File: src/rtl/ecc_pkg.sv
// Shared definitions for the ECC receive stage: FSM states, status flags and
// the Hamming(15,11) data-bit positions also used by the transmitter stage.
package ecc_pkg;

    typedef enum logic [2:0] {
        RD_LO  = 3'd0,
        RD_HI  = 3'd1,
        DECODE = 3'd2,
        WR_LO  = 3'd3,
        WR_HI  = 3'd4,
        DONE   = 3'd5
    } state_e;

    localparam logic [1:0] FLAG_OK  = 2'b00;
    localparam logic [1:0] FLAG_SEC = 2'b01;
    localparam logic [1:0] FLAG_DED = 2'b10;

    // Codeword position of data bit b(j+1); element 0 is b1.
    localparam logic [10:0][3:0] DATA_POS = {
        4'd15, 4'd14, 4'd13, 4'd12, 4'd11, 4'd10, 4'd9,
        4'd7, 4'd6, 4'd5, 4'd3
    };

endpackage

File: src/rtl/hamming_dec16.sv
// Combinational Hamming(15,11) + overall-parity decoder: single-error
// correction, double-error detection and data extraction.
module hamming_dec16
    import ecc_pkg::*;
(
    input  logic [15:0] cw,
    output logic [10:0] data,
    output logic [1:0]  flag,
    output logic [3:0]  syndrome
);

    logic [15:0] fixed;
    logic        par;

    always_comb begin
        syndrome = '0;
        for (int k = 1; k < 16; k++) begin
            if (cw[k]) syndrome = syndrome ^ 4'(k);
        end
        par = ^cw;

        // Odd overall parity means one flip; syndrome 0 then points at p0 itself.
        fixed = cw;
        if (par && (syndrome != 4'd0)) fixed[syndrome] = ~cw[syndrome];

        if (par)                    flag = FLAG_SEC;
        else if (syndrome != 4'd0)  flag = FLAG_DED;
        else                        flag = FLAG_OK;

        data = '0;
        for (int j = 0; j < 11; j++) begin
            data[j] = fixed[DATA_POS[j]];
        end
    end

endmodule

File: src/rtl/ecc_receiver.sv
// Receive-side ECC stage: reads codewords from memory, decodes them and writes
// back 11 data bits plus a status flag per word, counting corrected/failed words.
module ecc_receiver
    import ecc_pkg::*;
#(
    parameter int W          = 8,
    parameter int byte_count = 256,
    parameter int NUM_WORDS  = 15,
    parameter int SRC_BASE   = 30,
    parameter int DST_BASE   = 60
) (
    input  logic                          clk,
    input  logic                          init,
    output logic [$clog2(byte_count)-1:0] raddr,
    input  logic [W-1:0]                  data_out,
    output logic                          write_en,
    output logic [$clog2(byte_count)-1:0] waddr,
    output logic [W-1:0]                  data_in,
    output logic [3:0]                    err1_cnt,
    output logic [3:0]                    err2_cnt,
    output logic                          done
);

    localparam int AW = $clog2(byte_count);
    localparam int IW = (NUM_WORDS > 1) ? $clog2(NUM_WORDS) : 1;

    state_e         state_q, state_d;
    logic [IW-1:0]  idx_q;
    logic [15:0]    cw_q;
    logic [10:0]    data_q;
    logic [1:0]     flag_q;
    logic [3:0]     err1_q, err2_q;
    logic           done_q;

    logic [10:0]    dec_data;
    logic [1:0]     dec_flag;
    logic [3:0]     dec_syn;
    logic           is_sec, is_ded, last_word;
    logic [AW-1:0]  src_word, dst_word;

    hamming_dec16 u_dec (
        .cw       (cw_q),
        .data     (dec_data),
        .flag     (dec_flag),
        .syndrome (dec_syn)
    );

    assign is_sec    = (dec_flag == FLAG_SEC);
    assign is_ded    = (dec_syn != 4'd0) && !is_sec;
    assign last_word = (idx_q == IW'(NUM_WORDS - 1));
    assign src_word  = AW'(SRC_BASE) + AW'({idx_q, 1'b0});
    assign dst_word  = AW'(DST_BASE) + AW'({idx_q, 1'b0});

    always_comb begin
        state_d = state_q;
        case (state_q)
            RD_LO:   state_d = RD_HI;
            RD_HI:   state_d = DECODE;
            DECODE:  state_d = WR_LO;
            WR_LO:   state_d = WR_HI;
            WR_HI:   state_d = last_word ? DONE : RD_LO;
            DONE:    state_d = DONE;
            default: state_d = RD_LO;
        endcase
    end

    always_ff @(posedge clk or posedge init) begin
        if (init) begin
            state_q <= RD_LO;
            idx_q   <= '0;
            cw_q    <= '0;
            data_q  <= '0;
            flag_q  <= FLAG_OK;
            err1_q  <= '0;
            err2_q  <= '0;
            done_q  <= 1'b0;
        end else begin
            state_q <= state_d;
            case (state_q)
                RD_LO:  cw_q[7:0]  <= data_out;
                RD_HI:  cw_q[15:8] <= data_out;
                DECODE: begin
                    data_q <= dec_data;
                    flag_q <= dec_flag;
                    // Saturating counters: a long run must never wrap back to a clean-looking value.
                    if (is_sec && (err1_q != 4'hF)) err1_q <= err1_q + 4'd1;
                    if (is_ded && (err2_q != 4'hF)) err2_q <= err2_q + 4'd1;
                end
                WR_HI: begin
                    if (last_word) done_q <= 1'b1;
                    else           idx_q  <= idx_q + IW'(1);
                end
                default: ;
            endcase
        end
    end

    always_comb begin
        raddr    = (state_q == RD_HI) ? src_word + AW'(1) : src_word;
        write_en = 1'b0;
        waddr    = '0;
        data_in  = '0;
        if (state_q == WR_LO) begin
            write_en = 1'b1;
            waddr    = dst_word;
            data_in  = data_q[7:0];
        end else if (state_q == WR_HI) begin
            write_en = 1'b1;
            waddr    = dst_word + AW'(1);
            data_in  = {flag_q, 3'b000, data_q[10:8]};
        end
    end

    assign err1_cnt = err1_q;
    assign err2_cnt = err2_q;
    assign done     = done_q;

endmodule

File: config.mk
export PLATFORM = sky130hd
export DESIGN_NAME = ecc_receiver
export DESIGN_NICKNAME = d
export VERILOG_FILES = /design/src/rtl/ecc_pkg.sv /design/src/rtl/hamming_dec16.sv /design/src/rtl/ecc_receiver.sv
export SDC_FILE = /design/constraint.sdc
export NUM_CORES = 1
export LEC_CHECK = 0
export ABC_AREA = 1
export CAP_MARGIN = 15
export CORE_MARGIN = 10
export CORE_UTILIZATION = 50
export CTS_BUF_LIST = sky130_fd_sc_hd__clkbuf_4 sky130_fd_sc_hd__clkbuf_8
export CTS_CLUSTER_SIZE = 24
export DETAILED_ROUTE_END_ITERATION = 6
export DONT_BUFFER_PORTS = 1
export GPL_ROUTABILITY_DRIVEN = 1
export PLACE_DENSITY_LB_ADDON = 0.08
export REMOVE_ABC_BUFFERS = 1
export SYNTH_ARGS = -nofsm -noshare
export SYNTH_HDL_FRONTEND = slang
export SYNTH_SLANG_ARGS = --single-unit
File: constraint.sdc
create_clock -name clk -period 2.4 [get_ports clk]
set_input_delay 0.24 -clock clk [delete_from_list [all_inputs] [get_ports clk]]
set_output_delay 0.24 -clock clk [all_outputs]
set_load 0.1 [all_outputs]
==> flow_metrics.py, run 1 <==
metrics = {
    "synthesis": {
        "postSynthRegisterBits": 45,
        "synth_top_area_cell": "sky130_fd_sc_hd__dfrtp_1",
        "seq_area_frac_synth": 0.384,
        "post_synth_inst_count": 413,
        "synthesis.area_mm2": 0.00293,
        "post_syn_area_per_cell_um2": 7.10,
        "synth_top_area_share": 0.384,
        "yosysUniqueCellTypes": 28,
        "total_number_of_yosys_warnings": 0,
        "yosys-top-cells-area": "sky130_fd_sc_hd__dfrtp_1 38%, sky130_fd_sc_hd__nand2_1 17%, sky130_fd_sc_hd__inv_1 7.7%",
    },
    "setup_path": {
        "worstSetupStartpointType": "flop",
        "critical_path.max_fanout": 4,
        "critical_setup_path_kind": "flop to flop",
        "critical_path_required_ns": 2.60,
        "cp-end-kind": "flop",
        "worst_ep_arrival_time_ns": 2.44,
    },
    "cells_and_area": {
        "design.final.nets": 465,
        "mostFrequentLayoutCells": "128 x sky130_fd_sc_hd__nand2_1, 58 x sky130_fd_sc_hd__inv_1, 43 x sky130_fd_sc_hd__dfrtp_1",
        "instances_no_fill": 519,
        "fin_util": 0.636,
        "antenna_cells": 0,
        "most_common_library_cell_in_the_layout_ignoring_fill_and_taps": "sky130_fd_sc_hd__nand2_1",
        "areaGrowthSynthToFinish_pct": 21.7,
        "drive_above_1_share": 0.208,
    },
    "clock_tree": {
        "clk_pin_slew_ns": 0.09,
        "cts_buffer_depth": 2,
        "clock_tree_from_tritoncts": "built",
        "cts_buffers": 5,
        "clock_insertion_delay_worst_skew_ns": 0.30,
        "clk_tree_root_cell": "sky130_fd_sc_hd__clkbuf_8",
        "cts-hold-fix-buffers": 0,
        "cts_max_level": 2,
        "clkSinkCount": 45,
    },
    "detailed_routing": {
        "route.detailed.drc": 0,
        "drtPass1Iterations": 4,
        "post_drt_via_cell_ratio": 5.01,
        "met2_wirelength_um": 3060,
        "met1_length_um": 3060,
        "routed-wl-met3_um": 442,
        "routed_wirelength_um": 6660,
        "drtAntennaViolNets": 0,
        "drt_first_iter_violations": 140,
        "wire_per_inst_um": 12.8,
        "top_layer_used": "met4",
        "via_count": 2602,
    },
    "run": {
        "number_of_maximum_capacitance_violations": 0,
    },
    "placed_design": {
        "port_buffers": 0,
        "detailedPlacementHpwl_um": 5140,
        "place.gp.congestion": 0.922,
        "place_ws_ns": 0.0469,
        "dpl.cell_count": 511,
    },
    "sta": {
        "worst_slew_margin_rel": 0.387,
        "finalSetupViolations": 0,
        "finClkSkew_ns": 0.00820,
        "layout_setup_ws_ns": 0.160,
        "report.final.slew_viol_count": 0,
        "tightest_slew_ns": 0.918,
        "layout_worst_path_cycle_share": 0.934,
        "period_minus_slack_ns": 2.24,
        "finalHoldViolCount": 0,
        "achievable-frequency_ghz": 0.446,
    },
    "global_routing": {
        "global_route_wire_length_before_repair_um": 11200,
        "total_global_routing_track_utilization": 0.147,
        "number_of_global_route_vias_before_repair": 2431,
        "grt_remaining_overflow": 0,
        "antenna_found_initial": 0,
        "pin_count_of_the_biggest_net_entering_global_routing": 46,
    },
    "floorplanning": {
        "die_area_mm2": 0.00933,
        "die-width_um": 96.6,
        "dieHeight_um": 96.6,
        "start_util": 0.523,
        "rows": 27,
        "design.core.area_mm2": 0.00561,
        "io_pins": 44,
    },
    "status": {
        "result_of_the_run": "finished, final reports clean",
    },
    "power": {
        "power.density_mw_per_mm2": 825,
        "fin_total_pwr_w": 0.00294,
        "power_leakage_nw": 1.99,
        "vdd.ir_drop.worst_v": 0.000863,
    },
    "hold_path": {
        "min_path_type": "primary input to async pin",
    },
}
-- final cells by class --
type / count / area, um^2
Multi-Input combinational cell: 290 / 1590
Fill cell: 528 / 2040
Sequential cell: 45 / 1130
Tap cell: 72 / 90.1
Clock inverter: 3 / 22.5
Inverter: 69 / 262
Clock buffer: 5 / 68.8
Timing Repair Buffer: 35 / 405
-- synth_stat cells --
cell type                  count
sky130_fd_sc_hd__dfrtp_1      45
sky130_fd_sc_hd__mux2_2        1
sky130_fd_sc_hd__clkbuf_1      5
sky130_fd_sc_hd__ha_1          9
sky130_fd_sc_hd__a31oi_1       1
sky130_fd_sc_hd__inv_2         9
sky130_fd_sc_hd__conb_1        1
sky130_fd_sc_hd__nand2_1     129
sky130_fd_sc_hd__nor3_1        1
sky130_fd_sc_hd__nor2_1       23
sky130_fd_sc_hd__nand4_1       2
sky130_fd_sc_hd__nand3_1      44
sky130_fd_sc_hd__o21ai_1       1
sky130_fd_sc_hd__o32a_1        1
sky130_fd_sc_hd__xnor2_2       1
sky130_fd_sc_hd__o22ai_1       2
sky130_fd_sc_hd__inv_1        60
sky130_fd_sc_hd__a21oi_1      10
sky130_fd_sc_hd__xnor2_1      15
sky130_fd_sc_hd__or2_2         1
sky130_fd_sc_hd__a21oi_4       1
sky130_fd_sc_hd__buf_6         2
sky130_fd_sc_hd__nand3_2       3
sky130_fd_sc_hd__nor4_1        2
sky130_fd_sc_hd__nand2_2       8
sky130_fd_sc_hd__xor2_1        9
sky130_fd_sc_hd__buf_4         4
sky130_fd_sc_hd__o21ai_0      23
-- final timing paths --
| check | slack, ns | to | startpoint | cells past startpoint |
|---|---|---|---|---|
| setup / recovery | 0.16 | err1_cnt[1] | cw_q[13] | 8 |
| hold / removal | 0.005 | err1_cnt[0] | init | 1 |
| setup reg to reg | 0.16 | err1_cnt[1] | cw_q[13] | 8 |
| hold reg to reg | 0.48 | data_q[3] | data_q[3] | 2 |
| max in group asynchronous | 1.76 | cw_q[5] | init | 1 |
| min in group clk | 0.09 | cw_q[8] | data_out[0] | 2 |
-- power by group --
group	switching, W	internal, W	leakage [nW]	total (W)
sequential	0.0000695	0.000874	0.532	0.000944
clock	0.000268	0.000207	0.0481	0.000475
combinational	0.00116	0.000364	1.41	0.00152
total	0.00150	0.00144	1.99	0.00294
-- registers in the layout, summed over array words and instances (netlist names) --
signal	flops
flag_q	2
data_q	11
err1_cnt	4
done	1
state_q	3
cw_q	16
idx_q	4
err2_cnt	4
-- metal layers --
| layer | vias to the layer above | GRT usage |
|---|---|---|
| met5 | - | 0 |
| met1 | 1198 | 0.196 |
| met4 | 0 | 0.0387 |
| li1 | 1334 | - |
| met3 | 9 | 0.0378 |
| met2 | 61 | 0.232 |
-- kinds of logic after synthesis --
| logic type | share of synthesized area |
|---|---|
| other | 0.00128 |
| xor gates and xnor gates | 0.0772 |
| and+or+nand+nor | 0.309 |
| buffers and inverters | 0.113 |
| AOI/OAI and AO/OA | 0.0734 |
| muxes | 0.00384 |
| DFF | 0.384 |
| adders and majority gates | 0.0384 |
-- critical path, stage by stage, from the launching register on --
cell and delay, ns:
sky130_fd_sc_hd__dfrtp_1 0.46, sky130_fd_sc_hd__xnor2_1 0.17, sky130_fd_sc_hd__xnor2_1 0.27, sky130_fd_sc_hd__xor2_1 0.32, sky130_fd_sc_hd__nand2_1 0.14, sky130_fd_sc_hd__nand2_2 0.14, sky130_fd_sc_hd__nand2_2 0.09, sky130_fd_sc_hd__a21oi_4 0.18
sky130_fd_sc_hd__mux2_2 0.35
-- timing repair --
| item | CTS | global route |
|---|---|---|
| endpoints found under the setup margin | 0 | 11 |
| buffers inserted | 0 | 0 |
| resized for setup | 0 | 12 |
-- through the flow --
step	setup TNS, ns	hold WS, ns	cell area [um^2]
finish	0	0.00498	3570
detailed placement	0	0.375	3430
global route	-0.0185	0.0851	3570
CTS	0	0.0470	3520
global placement	0	0.368	3430
floorplan	-9.12	0.401	2870
No activity file was read; power rests on OpenSTA's default activity.
==> run 2, diff against run 1 <==
- HOLD_SLACK_MARGIN: not set -> 0.08
==> run 2 against run 1 <==
Against the previous run:
- total power about the same
- critical endpoint unchanged
- clock power barely moved
- utilization is 0.18 points higher
- design area rose by 0.28%
- flip-flop and latch count unchanged
- setup slack gained 0.011 ns
- largest cell class unchanged
- final cell count up 0.19%
- non-clock buffer count rose by 1
==> flow_metrics.py, run 2 (same netlist as run 1, synthesis figures left out) <==
metrics = {
    "floorplanning": {
        "die-width_um": 96.6,
        "design.core.area_mm2": 0.00561,
        "start_util": 0.523,
        "rows": 27,
        "io_pins": 44,
        "die_area_mm2": 0.00933,
        "dieHeight_um": 96.6,
    },
    "power": {
        "power.clock.fraction": 0.161,
        "power.density_mw_per_mm2": 823,
        "p_switching_w": 0.00150,
        "power_leakage_nw": 1.99,
        "vdd.ir_drop.worst_v": 0.000864,
        "power_switching_share": 0.508,
        "sequentialPowerShare": 0.321,
        "power_report.internal_total_w": 0.00145,
        "comb_power_share": 0.518,
        "fin_total_pwr_w": 0.00294,
    },
    "clock_tree": {
        "cts_max_level": 2,
        "clk_pin_slew_ns": 0.09,
        "clock_insertion_delay_worst_skew_ns": 0.30,
        "cts_buffers": 5,
        "cts_buffer_depth": 2,
        "clock_tree_from_tritoncts": "built",
        "clkSinkCount": 45,
        "clk_tree_root_cell": "sky130_fd_sc_hd__clkbuf_8",
    },
    "sta": {
        "layout_worst_path_cycle_share": 0.929,
        "report.final.slew_viol_count": 0,
        "finalHoldViolCount": 0,
        "achievable-frequency_ghz": 0.449,
        "finClkSkew_ns": 0.00781,
        "worst_slew_margin_rel": 0.386,
        "tightest_slew_ns": 0.920,
        "finalSetupViolations": 0,
        "period_minus_slack_ns": 2.23,
        "whs_ns": 0.0907,
    },
    "detailed_routing": {
        "drtAntennaViolNets": 0,
        "drt_first_iter_violations": 123,
        "wire_per_inst_um": 12.8,
        "post_drt_via_cell_ratio": 4.96,
        "via_count": 2581,
        "routed_wirelength_um": 6660,
        "drtPass1Iterations": 4,
        "route.detailed.drc": 0,
    },
    "cells_and_area": {
        "drive_above_1_share": 0.208,
        "areaGrowthSynthToFinish_pct": 22.0,
        "antenna_cells": 0,
        "mostFrequentLayoutCells": "128 x sky130_fd_sc_hd__nand2_1, 58 x sky130_fd_sc_hd__inv_1, 43 x sky130_fd_sc_hd__dfrtp_1",
        "regMostFlops": "cw_q",
        "design.final.nets": 466,
        "largest_reg_flops": 16,
        "most_common_library_cell_in_the_layout_ignoring_fill_and_taps": "sky130_fd_sc_hd__nand2_1",
        "top_regs": "cw_q: 16 flops, data_q: 11 flops",
    },
    "setup_path": {
        "cp-end-kind": "flop",
        "reg2reg_setup_slack_ns": 0.17,
        "rr_endpoint": "err1_cnt[1]",
        "worstSetupStartpointType": "flop",
        "cp.buffers_inverters": 0,
        "timing.rr.start": "cw_q[13]",
        "worst_setup_path_startpoint": "cw_q[13]",
        "critical_path_required_ns": 2.60,
        "critical_path.cell_chain": "xnor2_1, xnor2_1, xor2_1, nand2_1, nand2_2, nand2_2, a21oi_4, mux2_2",
        "critical_path.max_fanout": 4,
        "critical_setup_path_kind": "flop to flop",
        "worst_ep_arrival_time_ns": 2.43,
        "critPathMaxStageDelay_ns": 0.46,
        "reg2regPathDepth": 8,
        "critical-path-slowest-cell": "sky130_fd_sc_hd__dfrtp_1",
        "timing.critical_path.max_delay_family": "XOR/XNOR gates",
    },
    "run": {
        "number_of_maximum_capacitance_violations": 0,
    },
    "hold_path": {
        "min_delay_worst_endpoint": "cw_q[8]",
        "min_path_type": "primary input to flop",
        "hold-path-cell-count": 2,
        "min_from": "data_out[0]",
    },
    "global_routing": {
        "grt_remaining_overflow": 0,
        "number_of_global_route_vias_before_repair": 2428,
        "global_route_wire_length_before_repair_um": 11200,
        "pin_count_of_the_biggest_net_entering_global_routing": 46,
        "total_global_routing_track_utilization": 0.147,
        "antenna_found_initial": 0,
    },
    "placed_design": {
        "detailedPlacementHpwl_um": 5140,
        "place.gp.congestion": 0.922,
        "port_buffers": 0,
    },
    "status": {
        "result_of_the_run": "finished, final reports clean",
    },
}
==> run 2: area by class of cell <==
type | instances | area, um^2
clock buffer | 5 | 68.8
timing repair buffer | 36 | 415
tap | 72 | 90.1
clock inverter | 3 | 22.5
sequential | 45 | 1130
inverter | 69 | 262
fill | 524 | 2030
multi-input combinational | 290 | 1590
==> run 2: layer usage <==
metal	vias to the layer above	wire [um]	GRT usage
li1	1336	-	-
met1	1186	3080	0.196
met2	50	3050	0.232
met3	9	441	0.0378
met4	0	96	0.0387
met5	-	0	0
==> run 2: timing repair <==
action / in CTS / in global routing
hold endpoints to repair: 45 / 0
setup buffers: 0 / 0
hold buffers: 1 / 0
gates resized for setup: 0 / 12
endpoints found under the setup margin: 0 / 11
==> run 2: how the worst max path moves through the flow <==
stage	to	slack [ns]	cells after the start
floorplan	waddr[5]	-2.36	5
global placement	data_q[4]	0.06	16
detailed placement	data_q[4]	0.05	16
CTS	data_q[4]	0.003	16
global route	data_q[8]	-0.02	20
finish	err1_cnt[1]	0.17	8
==> run 2: metrics by stage <==
stage / cells / utilization / setup slack [ns] / instance area, um^2 / TNS (ns)
floorplan: 404 / - / -2.36 / 2870 / -9.12
global placement: 511 / 0.612 / 0.0619 / 3430 / 0
detailed placement: 511 / 0.612 / 0.0469 / 3430 / 0
CTS: 520 / 0.630 / 0.00316 / 3530 / 0
global route: 520 / 0.638 / -0.0185 / 3580 / -0.0185
finish: 520 / 0.638 / 0.171 / 3580 / 0
==> run 2: power by group through the flow <==
stage	combinational, W	clock (W)	sequential (W)
6_report	0.00153	0.000474	0.000944
5_1_grt	0.00164	0.000523	0.000962
4_1_cts	0.00150	0.000485	0.000944
3_5_place_dp	0.00150	0	0.000958
3_3_place_gp	0.00148	0	0.000954
2_1_floorplan	0.000693	0	0.00143
==> run 3, diff against run 2 <==
- HOLD_SLACK_MARGIN: 0.08 -> 0.15
==> run 3 against run 2 <==
Against the previous run:
- design area up 2.2%
- largest cell class unchanged
- flip-flop and latch count unchanged
- first-iteration DRC count down 11%
- count of clock-buffer cells in the layout unchanged
- critical endpoint unchanged
- routed wire length up 1.4%
- combinational power about the same
- via count up 2.9%
- utilization up 1.4 points
- global-route usage up 0.096 points
- fmax down 0.76%
- non-clock buffer count up 8
- final cell count up 1.5%
==> flow_metrics.py, run 3 (same netlist as run 1, synthesis figures left out) <==
metrics = {
    "detailed_routing": {
        "via_count": 2655,
        "route.detailed.drc": 0,
        "drtPass1Iterations": 4,
        "drtAntennaViolNets": 0,
        "routed_wirelength_um": 6760,
        "wire_per_inst_um": 12.8,
        "drt_first_iter_violations": 109,
        "post_drt_via_cell_ratio": 5.03,
    },
    "run": {
        "number_of_maximum_capacitance_violations": 0,
    },
    "sta": {
        "finalHoldViolCount": 0,
        "totalNegativeSetupSlack_ns": 0,
        "achievable-frequency_ghz": 0.445,
        "layout_setup_ws_ns": 0.154,
        "report.final.slew_viol_count": 0,
        "finClkSkew_ns": 0.00831,
        "layout_worst_path_cycle_share": 0.936,
        "finalSetupViolations": 0,
        "tightest_slew_ns": 0.924,
        "worst_slew_margin_rel": 0.383,
        "period_minus_slack_ns": 2.25,
    },
    "placed_design": {
        "place_ws_ns": 0.0469,
        "place.gp.congestion": 0.922,
        "port_buffers": 0,
        "detailedPlacementHpwl_um": 5140,
    },
    "power": {
        "vdd.ir_drop.worst_v": 0.000865,
        "power_report.internal_total_w": 0.00146,
        "fin_total_pwr_w": 0.00296,
        "sequentialPowerShare": 0.319,
        "power_switching_share": 0.508,
        "power.density_mw_per_mm2": 809,
        "comb_power_share": 0.521,
        "power.clock.fraction": 0.160,
        "p_switching_w": 0.00150,
        "power_leakage_nw": 2.03,
    },
    "floorplanning": {
        "die_area_mm2": 0.00933,
        "die-width_um": 96.6,
        "io_pins": 44,
        "start_util": 0.523,
        "design.core.area_mm2": 0.00561,
        "dieHeight_um": 96.6,
        "rows": 27,
    },
    "hold_path": {
        "min_path_type": "flop to flop",
    },
    "setup_path": {
        "critical_path.max_fanout": 4,
        "critical-path-slowest-cell": "sky130_fd_sc_hd__dfrtp_1",
        "worstSetupStartpointType": "flop",
        "critical_path_required_ns": 2.60,
        "cp-end-kind": "flop",
        "cp.buffers_inverters": 0,
        "critPathMaxStageDelay_ns": 0.47,
        "critical_path.cell_chain": "xnor2_1, xnor2_1, xor2_1, nand2_1, nand2_2, nand2_2, a21oi_4, mux2_2",
        "worst_ep_arrival_time_ns": 2.44,
        "timing.critical_path.max_delay_family": "XOR/XNOR gates",
        "critical_setup_path_kind": "flop to flop",
    },
    "global_routing": {
        "number_of_global_route_vias_before_repair": 2477,
        "global_route_wire_length_before_repair_um": 11300,
        "antenna_found_initial": 0,
        "grt_remaining_overflow": 0,
        "total_global_routing_track_utilization": 0.148,
        "pin_count_of_the_biggest_net_entering_global_routing": 46,
    },
    "clock_tree": {
        "clkSinkCount": 45,
        "clock_tree_from_tritoncts": "built",
        "clk_pin_slew_ns": 0.09,
        "cts_buffers": 5,
        "clk_tree_root_cell": "sky130_fd_sc_hd__clkbuf_8",
        "post-cts-setup-buffers": 0,
        "cts_max_level": 2,
        "clock_insertion_delay_worst_skew_ns": 0.30,
        "cts_buffer_depth": 2,
    },
    "cells_and_area": {
        "regMostFlops": "cw_q",
        "design.final.nets": 474,
        "antenna_cells": 0,
        "fin_util": 0.652,
        "areaGrowthSynthToFinish_pct": 24.7,
        "most_common_library_cell_in_the_layout_ignoring_fill_and_taps": "sky130_fd_sc_hd__nand2_1",
        "mostFrequentLayoutCells": "128 x sky130_fd_sc_hd__nand2_1, 58 x sky130_fd_sc_hd__inv_1, 43 x sky130_fd_sc_hd__dfrtp_1",
        "largest_reg_flops": 16,
        "top_regs": "cw_q: 16 flops, data_q: 11 flops",
        "drive_above_1_share": 0.204,
    },
    "status": {
        "result_of_the_run": "finished, final reports clean",
    },
}
run 3: changes by cell type in the layout (fill, tap and decap cells not counted), sizes merged:
cell | before | now
dlygate4sd3 | 1 | 9
run 3: worst register-to-register path, cell delays in order (launching register included):
cell	delay (ns)
sky130_fd_sc_hd__dfrtp_1	0.47
sky130_fd_sc_hd__xnor2_1	0.17
sky130_fd_sc_hd__xnor2_1	0.27
sky130_fd_sc_hd__xor2_1	0.33
sky130_fd_sc_hd__nand2_1	0.14
sky130_fd_sc_hd__nand2_2	0.14
sky130_fd_sc_hd__nand2_2	0.10
sky130_fd_sc_hd__a21oi_4	0.18
sky130_fd_sc_hd__mux2_2	0.35
run 3: stage by stage:
| stage | hold slack (ns) | std cells | instance area (um^2) |
|---|---|---|---|
| finish | 0.482 | 528 | 3660 |
| global route | 0.502 | 528 | 3660 |
| CTS | 0.488 | 528 | 3610 |
| detailed placement | 0.375 | 511 | 3430 |
| global placement | 0.368 | 511 | 3430 |
| floorplan | 0.401 | 404 | 2870 |
run 3: what timing repair did:
action,CTS,global route
hold buffers,9,0
gates resized for setup,0,12
endpoints found under the setup margin,0,11
hold endpoints to repair,61,0
run 3: metal layers:
metal / vias to the layer above / GRT usage / part of all wire
li1: 1350 / - / -
met1: 1237 / 0.198 / 0.47
met2: 59 / 0.235 / 0.46
met3: 9 / 0.0347 / 0.060
met4: 0 / 0.0387 / 0.014
met5: - / 0 / 0
run 3: layout make-up:
| cell class | count | area, um^2 |
|---|---|---|
| fill | 515 | 1950 |
| multi-input combinational | 290 | 1590 |
| sequential | 45 | 1130 |
| timing repair buffer | 44 | 495 |
| inverter | 69 | 262 |
| tap | 72 | 90.1 |
| clock buffer | 5 | 68.8 |
| clock inverter | 3 | 22.5 |
run 3: power by group through the flow:
stage                     clock, W  combinational (W)  sequential, W
after floorplan                  0           0.000693        0.00143
after global placement           0            0.00148       0.000954
after detailed placement         0            0.00150       0.000958
after CTS                 0.000485            0.00151       0.000944
after global routing      0.000523            0.00165       0.000962
final                     0.000474            0.00154       0.000944
run 3: final timing paths:
kind                            from     endpoint  slack, ns  depth (start not counted)
hold / removal             data_q[3]    data_q[3]       0.48                          2
setup / recovery            cw_q[13]  err1_cnt[1]       0.15                          8
setup reg to reg            cw_q[13]  err1_cnt[1]       0.15                          8
min in group asynchronous       init  err1_cnt[0]       0.59                          2
max in group asynchronous       init      cw_q[5]       1.17                          2
hold reg to reg            data_q[3]    data_q[3]       0.48                          2
